==> src/rtl/sort_engine.sv <==
// In-place exchange sort of DEPTH words held in an external 1-cycle-latency RAM.
// Define SORT_SIGNED_EN to compare elements as two's-complement; default is unsigned.
module sort_engine #(
  parameter int DATA_W = 8,
  parameter int DEPTH  = 4,
  parameter int ADDR_W = $clog2(DEPTH)
) (
  input  logic              i_clk,
  input  logic              i_rst_n,
  input  logic              i_start,
  input  logic              i_desc,
  input  logic [DATA_W-1:0] i_mem_rdata,
  output logic [ADDR_W-1:0] o_mem_addr,
  output logic              o_mem_we,
  output logic [DATA_W-1:0] o_mem_wdata,
  output logic              o_busy,
  output logic              o_done
);

  localparam logic [ADDR_W-1:0] LAST_J = ADDR_W'(DEPTH - 1);
  localparam logic [ADDR_W-1:0] LAST_I = ADDR_W'(DEPTH - 2);
  localparam logic [ADDR_W-1:0] ONE    = ADDR_W'(1);
  localparam logic [ADDR_W-1:0] TWO    = ADDR_W'(2);

  typedef enum logic [2:0] {
    S_IDLE,
    S_RDA,
    S_RDB,
    S_CMP,
    S_WRI,
    S_WRJ,
    S_DONE
  } state_t;

  state_t              r_state;
  logic [ADDR_W-1:0]   r_iIdx;
  logic [ADDR_W-1:0]   r_jIdx;
  logic [DATA_W-1:0]   r_opA;
  logic [DATA_W-1:0]   r_opB;
  logic                r_desc;
  logic                r_aLoad;
  logic [ADDR_W-1:0]   r_addr;
  logic                r_we;
  logic [DATA_W-1:0]   r_wdata;
  logic                r_busy;
  logic                r_done;

  logic w_aGtB;
  logic w_aLtB;
  logic w_outOfOrder;
  logic w_advance;

  // In CMP the B operand is compared straight off the RAM read port.
  always_comb begin
`ifdef SORT_SIGNED_EN
    w_aGtB = $signed(r_opA) > $signed(i_mem_rdata);
    w_aLtB = $signed(r_opA) < $signed(i_mem_rdata);
`else
    w_aGtB = r_opA > i_mem_rdata;
    w_aLtB = r_opA < i_mem_rdata;
`endif
    w_outOfOrder = r_desc ? w_aLtB : w_aGtB;
    w_advance    = ((r_state == S_CMP) && !w_outOfOrder) || (r_state == S_WRJ);
  end

  assign o_mem_addr  = r_addr;
  assign o_mem_we    = r_we;
  assign o_mem_wdata = r_wdata;
  assign o_busy      = r_busy;
  assign o_done      = r_done;

  // Outputs are loaded alongside the next state so they are valid for the whole state cycle.
  always_ff @(posedge i_clk or negedge i_rst_n) begin
    if (!i_rst_n) begin
      r_state <= S_IDLE;
      r_iIdx  <= '0;
      r_jIdx  <= ONE;
      r_opA   <= '0;
      r_opB   <= '0;
      r_desc  <= 1'b0;
      r_aLoad <= 1'b0;
      r_addr  <= '0;
      r_we    <= 1'b0;
      r_wdata <= '0;
      r_busy  <= 1'b0;
      r_done  <= 1'b0;
    end else begin
      r_we    <= 1'b0;
      r_wdata <= '0;
      r_done  <= 1'b0;
      if (r_state == S_CMP) begin
        r_opB <= i_mem_rdata;
      end
      if (w_advance) begin
        if (r_jIdx < LAST_J) begin
          r_jIdx  <= r_jIdx + ONE;
          r_addr  <= r_jIdx + ONE;
          r_state <= S_RDB;
        end else if (r_iIdx < LAST_I) begin
          r_iIdx  <= r_iIdx + ONE;
          r_jIdx  <= r_iIdx + TWO;
          r_addr  <= r_iIdx + ONE;
          r_state <= S_RDA;
        end else begin
          r_addr  <= '0;
          r_done  <= 1'b1;
          r_state <= S_DONE;
        end
      end else begin
        case (r_state)
          S_IDLE: begin
            r_iIdx <= '0;
            r_jIdx <= ONE;
            r_addr <= '0;
            if (i_start) begin
              r_desc  <= i_desc;
              r_busy  <= 1'b1;
              r_state <= S_RDA;
            end
          end
          S_RDA: begin
            r_aLoad <= 1'b1;
            r_addr  <= r_jIdx;
            r_state <= S_RDB;
          end
          // Only the first RDB after RDA carries M[i]; later ones read stale data.
          S_RDB: begin
            if (r_aLoad) begin
              r_opA <= i_mem_rdata;
            end
            r_aLoad <= 1'b0;
            r_state <= S_CMP;
          end
          S_CMP: begin
            r_we    <= 1'b1;
            r_addr  <= r_iIdx;
            r_wdata <= i_mem_rdata;
            r_state <= S_WRI;
          end
          // A follows the new M[i] so later compares in this i pass see it.
          S_WRI: begin
            r_opA   <= r_opB;
            r_we    <= 1'b1;
            r_addr  <= r_jIdx;
            r_wdata <= r_opA;
            r_state <= S_WRJ;
          end
          S_DONE: begin
            r_busy  <= 1'b0;
            r_iIdx  <= '0;
            r_jIdx  <= ONE;
            r_addr  <= '0;
            r_state <= S_IDLE;
          end
          default: begin
            r_state <= S_IDLE;
          end
        endcase
      end
    end
  end

endmodule

==> config.mk <==
export PLATFORM = sky130hd
export DESIGN_NAME = sort_engine
export DESIGN_NICKNAME = d
export VERILOG_FILES = /design/src/rtl/sort_engine.sv
export SDC_FILE = /design/constraint.sdc
export NUM_CORES = 1
export LEC_CHECK = 0
export ABC_AREA = 1
export CAP_MARGIN = 10
export CORE_ASPECT_RATIO = 1.1
export CORE_MARGIN = 2
export CORE_UTILIZATION = 55
export DETAILED_ROUTE_END_ITERATION = 10
export PLACE_DENSITY = 0.88
export SLEW_MARGIN = 10
export SYNTH_ARGS = -nofsm -noshare
export SYNTH_HDL_FRONTEND = slang
export SYNTH_SLANG_ARGS = --single-unit
==> constraint.sdc <==
create_clock -name i_clk -period 1.9 [get_ports i_clk]
set_input_delay 0.19 -clock i_clk [delete_from_list [all_inputs] [get_ports i_clk]]
set_output_delay 0.19 -clock i_clk [all_outputs]
set_load 0.01 [all_outputs]
---- After elaboration in Yosys (flattened, before gate mapping) ----
Cells that the tools add are included.
Widths: inputs -> output; s select.
storage, ports and cells
  bits in registers ....................... 38
  input port bits ......................... 12
  logic and storage cells ................. 80
operators by class
  add/subtract/negate cells ............... 3
  magnitude comparators ................... 4
  equal/unequal tests ..................... 12
  multiplexer cells ....................... 30
  bitwise logic cells ..................... 1
  reductions and logical operators ........ 18
operators with widths
  cell                 count
  $pmux 8 s2           2
  $mux 2               11
  $mux 8               2
  $pmux 3 s5           1
  $mux 3               4
  $reduce_and 3->1     4
  $eq 3x3->1 const B   3
  $gt 8x8->1           1
  $lt 8x8->1           1
  $reduce_bool 2->1    4
  $mux 1               7
  $eq 3x2->1 const B   2
  $ne 2x2->1 const B   3
  $pmux 2 s3           1
  $reduce_or 2->1      3
  $add 2x1->2 const B  2
  $lt 2x2->1 const B   2
  $pmux 1 s2           2
  $reduce_and 2->1     2
  $reduce_bool 4->1    1
  $eq 3x1->1 const B   1
  $logic_not 3->1      1
  $ne 3x1->1 const B   1
  $ne 3x3->1 const B   1
  other kinds (6)      6

---- Longest topological paths before layout ----
  depth in word-level cells ............... 7
  gate-level depth with buffers ........... 17
  depth with buffers taken out ............ 16

---- Least setup slack after synthesis ----
Ideal clock, no wire load.
  kind .................................... register to register
  start ................................... register r_opA[7]
  end ..................................... register r_addr[1] (netlist: o_mem_addr[1])
  library setup time ...................... 0.116 ns
  arrival time ............................ 1.644 ns
  data required time ...................... 1.784 ns
  path slack .............................. 0.140 ns
  stages on the path, launching flop included .. 12
  buffers on the path ..................... 1
  clock period less this slack ............ 1.760 ns
  cells stage by stage .................... dfrtp_1 -> ha_1 -> a21o_1 -> nor2_1 -> nand3_1 -> nand3_2 -> nand2_1 -> buf_4 -> nor2_1 -> inv_1 -> nand2_1 -> nand2_1
between the ends
  longest elaborated chain between the ends .. 6
  elaborated cells between the ends (all ways) .. 8
RTL lines
  item                                                          RTL line  text
  start: declaration                                            38        logic [DATA_W-1:0] r_opA;
  start signal: assignment                                      129       r_opA <= i_mem_rdata;
  start signal: assignment                                      142       r_opA <= r_opB;
  $gt 8x8->1 / $lt 8x8->1 (equally long branches)               59, 60
  $mux 1 *                                                      62        w_outOfOrder = r_desc ? w_aLtB : w_aGtB;
  $logic_not 1->1 *                                             63        w_advance = ((r_state == S_CMP) && !w_outOfOrder) || (r_state == S_WRJ);
  $logic_and 1x1->1 *                                           63
  $logic_or 1x1->1 *                                            63
  $reduce_bool 4->1 (no line) / $mux 2 (equally long branches)  -
  end signal: assignment                                        97        r_addr <= r_jIdx + ONE;
  end signal: assignment                                        102       r_addr <= r_iIdx + ONE;
  end signal: assignment                                        123       r_addr <= r_jIdx;
  end: declaration                                              42        logic [ADDR_W-1:0] r_addr;
Mark *: on every way between the ends. The rest lies on a longest branch, timed or not.
A chain may end at the register's enable or synchronous reset.

---- Final worst setup path ----
  start ................................... register r_opA[2]
  end ..................................... register r_iIdx[1]
between the ends
  longest elaborated chain between the ends .. 7
  elaborated cells between the ends (all ways) .. 11
RTL lines
  item                                                RTL line  text
  $gt 8x8->1 / $lt 8x8->1 (equally long branches)     59, 60
  $mux 1 *                                            62
  $logic_not 1->1 *                                   63
  $logic_and 1x1->1 *                                 63
  $logic_or 1x1->1 *                                  63
  $ne 2x1->1 (no line), or another cell as far along  -
  $reduce_and 3->1 (no line)                          -
  end signal: assignment                              100       r_iIdx <= r_iIdx + ONE;
  end: declaration                                    36        logic [ADDR_W-1:0] r_iIdx;
Marks and branches as above.

==> qor.txt <==
share of power burned in registers = 0.341
pwr dens = 1580 nW/um^2
most frequent CP cell = nand2_1
area grow syn2layout = 30.5%
worst rel slew slack = 0.432
clk_skew = 9.77 ps
Cell Int Power = 2.41 mW
Hold Path Class = input port to flip-flop
synthesized cell area = 2000 um^2
first-pass GRT wire length = 7.20 mm
R2R Path End = r_iIdx[1]$_DFFE_PN0P_
Lkg Pwr = 1.30 nW
critical path peak fanout = 3
minimum clock period after layout = 1890 ps
Comb power frac = 0.525
IO Port Bufs = 24
Critical Path Source = r_opA[2]$_DFFE_PN0P_
Die X = 61.5 um
synthesized instance count = 243
dominant synthesized flop cell = dfrtp_1
post-route non-filler standard cell count = 340
Final nets = 314
CP arrival = 2140 ps
Ys Warns = 0
clock buffer depth = 2
TNS Setup = 0 ps
Clock power frac = 0.133
crit path kind = flip-flop to flip-flop
VDD IR max = 0.687 mV
top-area cell type share of the netlist area = 0.463
largest cells by area after synthesis = dfrtp_1, nand2_1, ha_1, inv_1, a21oi_1
P_sw = 1.72 mW
largest net degree at the start of global routing = 39
min-delay src = i_desc
Post-synth EDFFs = 0
Worst R2R Path Depth = 14
Max Clk Rate = 529 MHz
drt first-iter violations = 112
Avg Cell Area, Syn = 8.23 um^2
clock-pin slew on the worst setup and hold paths = 110 ps
GRT Util Overall = 0.236
total power = 4.13 mW
FF-to-FF setup slack = 8 ps
# rows = 22
clock buffer count from CTS = 5
final hold violation count = 0
vias = 1862
global route overflow = 0
I/O pins = 25
ys async rst share = 1.00
clk root buf = clkbuf_4
CP endpoint = r_iIdx[1]$_DFFE_PN0P_
area of the core = 3410 um^2
sequential fraction of the synthesis area = 0.476
worst path buffer plus inverter count = 2
status = complete, no violations
Die Ht = 67.3 um
H-tree depth = 2
CTS tree = built
Cell Chain, Critical Path = ha_1 > nand2_2 > inv_1 > nand2_1 > nand2_1 > nand2_2 > nand2_1 > nand2_1 > nand3_2 > buf_4 > nand3_4 > nand2_2 > nand2_1 > nand2_1
final cycle utilization of the critical path = 0.996
RSZ-0062 raised after global routing = true
crit path capture type = flip-flop
met2 wire len = 2.38 mm
top cells by count, synth = nand2_1, dfrtp_1, inv_1, a21oi_1
endpoints failing setup = 0
DRC errors left = 0
ant diodes = 0
number of global-route vias before repair = 1693
Post-Route M1 WL = 2.01 mm
Routed WL per cell = 14.0 um
DR vias/cell = 5.48
die area = 4140 um^2
most common cell in the synthesized netlist = nand2_1
top sig layer = met4
Syn Nets = 266
CP delay by family, top = simple AND/OR/NAND/NOR gates
Clk Latency, worst-skew pair = 350 ps
Core Util, Final = 0.765
Slowest-stage cell, CP = dfrtp_1
Clock Sinks = 38
post-synth top area cell = dfrtp_1
max-cap check violation count = 0
Starting Density = 0.586
Final Max Slew Viols = 0
post-synth cell types = 30
drt pass-1 iters = 6
startpoint types = flip-flop
Largest stage delay, worst path = 420 ps
reg2reg start = r_opA[2]$_DFFE_PN0P_
ratio of cells with drive above 1 in the final layout = 0.212
wire length on met3 = 294 um
worst path required time = 2150 ps
final wirelength = 4.77 mm
Yosys reg bits = 38
initial antenna violation count = 0
Worst path depth = 14
Routed Antenna Nets = 0
final HPWL from detailed placement = 3.03 mm
GP Congestion = 0.850
dpl cells = 326
worst slew pin tran = 852 ps
sw frac = 0.417
per-stage QoR:
step	hold WS [ps]	setup slack (ps)	instance area, um^2
2_1_floorplan	-106	140	2000
3_3_place_gp	330	-273	2390
3_5_place_dp	338	-424	2390
4_1_cts	466	20.9	2480
5_1_grt	462	-137	2610
6_report	467	8.13	2610
per-layer routing:
layer  GRT usage  up-vias
li1            -      877
met1       0.304      892
met2       0.382       82
met3      0.0517       11
met4      0.0984        0
met5           0        -
worst min-delay path by stage:
stage / to / slack, ps / depth (start not counted)
finish: r_desc$_DFFE_PN0P_ / 470 / 2
global route: r_desc$_DFFE_PN0P_ / 460 / 2
CTS: r_desc$_DFFE_PN0P_ / 470 / 2
detailed placement: o_mem_wdata[3]$_DFF_PN0_ / 340 / 1
global placement: o_mem_wdata[3]$_DFF_PN0_ / 330 / 1
floorplan: o_busy$_DFFE_PN0P_ / -110 / 0
flip-flops by register name, summed over array words and instances (netlist names), 2 cells and up:
register,cells
r_opB,8
r_iIdx,2
r_state,3
o_mem_wdata,8
o_mem_addr,2
r_opA,8
r_jIdx,2
area by class of cell:
| type | count | area [um^2] |
|---|---|---|
| clock inverters | 1 | 30.0 |
| clock buffers | 7 | 45.0 |
| flip-flops and latches | 38 | 952 |
| multi-input cells | 169 | 978 |
| inverters | 29 | 114 |
| fillers | 235 | 803 |
| well taps | 48 | 60.1 |
| repair buffers | 48 | 430 |
placed cells by master (no fill, tap or decap), types with 2 or more instances in the layout:
cell type	synthesis	layout
a21oi_1	13	11
a21oi_2	0	2
a31oi_1	6	6
buf_4	2	22
clkbuf_1	1	2
clkbuf_4	0	5
clkdlybuf4s50_1	0	23
dfrtp_1	37	37
ha_1	11	7
ha_4	0	4
inv_1	26	26
inv_2	2	2
mux2_2	2	2
nand2_1	86	81
nand2_2	1	5
nand2_4	1	2
nand3_1	12	11
nor2_1	12	9
nor2_2	5	8
o211ai_1	2	2
o21ai_0	9	8
o21ai_1	1	2
timing repair:
| item | 4_1_cts | 5_1_grt |
|---|---|---|
| buffers inserted | 0 | 5 |
| hold buffers | 1 | 0 |
| pin swaps | 0 | 1 |
| gates resized for setup | 1 | 17 |
| endpoints found under the setup margin | 13 | 17 |
| hold endpoints to repair | 37 | 0 |
| cloned | 0 | 0 |
kinds of logic (layout without fill, tap and decap cells):
logic type	after synthesis	count (layout)	share of synthesized area
adder cells (fa/ha/maj)	11	11	0.0688
AND/OR/NAND/NOR	121	121	0.255
AO/OA/AOI/OAI	35	35	0.106
multiplexers	2	2	0.0113
flip-flops	38	38	0.476
buffers and inverters	36	85	0.0825
power by group through the flow:
stage	Clock, mW	Sequential [mW]	Combinational (mW)
2_1_floorplan	0	1.39	1.24
3_3_place_gp	0	1.38	1.80
3_5_place_dp	0	1.40	1.87
4_1_cts	0.551	1.38	1.89
5_1_grt	0.591	1.45	2.42
6_report	0.550	1.41	2.17
Note: power is estimated with default switching activity, not from simulation.
==> RTL change, RTL diff (same settings) <==
Encoding of `state_t`: now one-hot (7 bits for 7 states).
--- a/src/rtl/sort_engine.sv
+++ b/src/rtl/sort_engine.sv
@@ -24,10 +24,10 @@
 
-  typedef enum logic [2:0] {
-    S_IDLE,
-    S_RDA,
-    S_RDB,
-    S_CMP,
-    S_WRI,
-    S_WRJ,
-    S_DONE
+  typedef enum logic [6:0] {
+    S_IDLE = 7'b0000001,
+    S_RDA  = 7'b0000010,
+    S_RDB  = 7'b0000100,
+    S_CMP  = 7'b0001000,
+    S_WRI  = 7'b0010000,
+    S_WRJ  = 7'b0100000,
+    S_DONE = 7'b1000000
   } state_t;
Behaviour: same outputs for any inputs over 10 cycles, from zero or initial values and one cycle with i_rst_n low; not proved beyond that.
==> RTL change against the original RTL <==
- the flow now finishes with violations (setup timing)
- synthesized area up 7.7%
- final cell count up 3.2%
- sequential cell count up 4
- setup slack worse by 0.0082 ns
- die area up 7.2%
- sequential share of layout area up 2.2 points
- synthesized cell count up 8.6%
- cell area up 4.5%
- total power down 19%
- maximum frequency down 0.43%
- wire length up 8.8%
==> RTL change: results (changes against the original RTL) <==
status=finished, violations left; failing checks=setup timing; Via density=5.484 (+0.14%); RePlAce Congestion=0.8727 (+2.7%); commonest cells in the netlist=nand2_1, dfrtp_1, inv_1; mux share of post-synthesis cell area=0% (-1.1 points); Post-Syn Area per Cell=8.161 um2 (-0.87%); DR iter-0 viols=117 (+4.5%); largest net degree at the start of global routing=43 (+10%); Worst-Skew Late Latency=0.30 ns (-0.05 ns); Crit path largest cell delay=0.47 ns (+0.05 ns); Synth Net Count=287 (+7.9%); Final WS setup=-0.00006262 ns (-0.008188 ns); global routing usage on met1=29.86% (-0.57 points); Worst-Margin Slew=0.5200 ns (-0.3316 ns); Static Leak=1.396 nW (+7.8%); DRT met1 WL=2.132 mm (+6.0%); metal3 WL=326 um (+11%); synth unique cells=26 (-13%); DRT Pass-1 Iters=5 (-1); met2 WL=2.604 mm (+9.5%); root buffer cell=clkbuf_8; post-synthesis compound-gate area fraction=10.05% (-0.59 points); vias in the first global route=1757 (+3.8%); Final Setup Violations=1 (+1); Sink Count=42 (+11%); cell count after placement=339 (+4.0%)
[RTL change: area by class of cell]
class / instances / area, um2 / share of cell area, %
well taps: 50 / 62.56 / 2.295
flip-flops and latches: 42 / 1054 / 38.64
inverters: 42 / 157.7 / 5.782
multi-input cells: 175 / 1033 / 37.91
clock buffers: 8 / 80.08 / 2.937
repair inverters: 1 / 7.507 / 0.2754
repair buffers: 33 / 331.6 / 12.16
[RTL change: metrics by stage]
stage	TNS [ns]	hold slack (ns)	utilization, %	setup WS [ns]
finish	-0.00006262	0.1773	73.44	-0.00006262
detailed placement	-3.884	0.2829	66.80	-0.2586
CTS	0	0.4452	69.23	0.01209
global route	-0.3328	0.2207	73.44	-0.1008
global placement	-2.620	0.2806	66.80	-0.1839
floorplan	0	-0.1056	-	0.2647
[RTL change: worst paths after layout]
check                                from    endpoint  slack (ns)  cells after the start
setup / recovery           i_mem_rdata[5]   r_jIdx[1]    -0.00006                     14
hold / removal             i_mem_rdata[2]    r_opB[2]        0.18                      3
setup reg to reg                 r_opA[2]   r_jIdx[1]        0.01                     14
hold reg to reg                  r_opB[7]    r_opB[7]        0.48                      2
max in group asynchronous         i_rst_n  r_state[0]        1.04                      3
min in group asynchronous         i_rst_n    r_opB[4]        0.48                      3
[RTL change: cell families (layout without fill, tap and decap cells)]
kind of cell | count (synthesis) | in the layout
buffers and inverters | 48 | 84
AOI/OAI and AO/OA | 40 | 40
adders and majority gates | 11 | 11
DFF | 42 | 42
and+or+nand+nor | 123 | 124
[RTL change: where the power goes]
part | internal, mW | total [mW] | switching [mW]
registers | 1.19 | 1.40 | 0.212
clock network | 0.261 | 0.557 | 0.296
logic | 0.547 | 1.38 | 0.835
total | 1.99 | 3.34 | 1.34
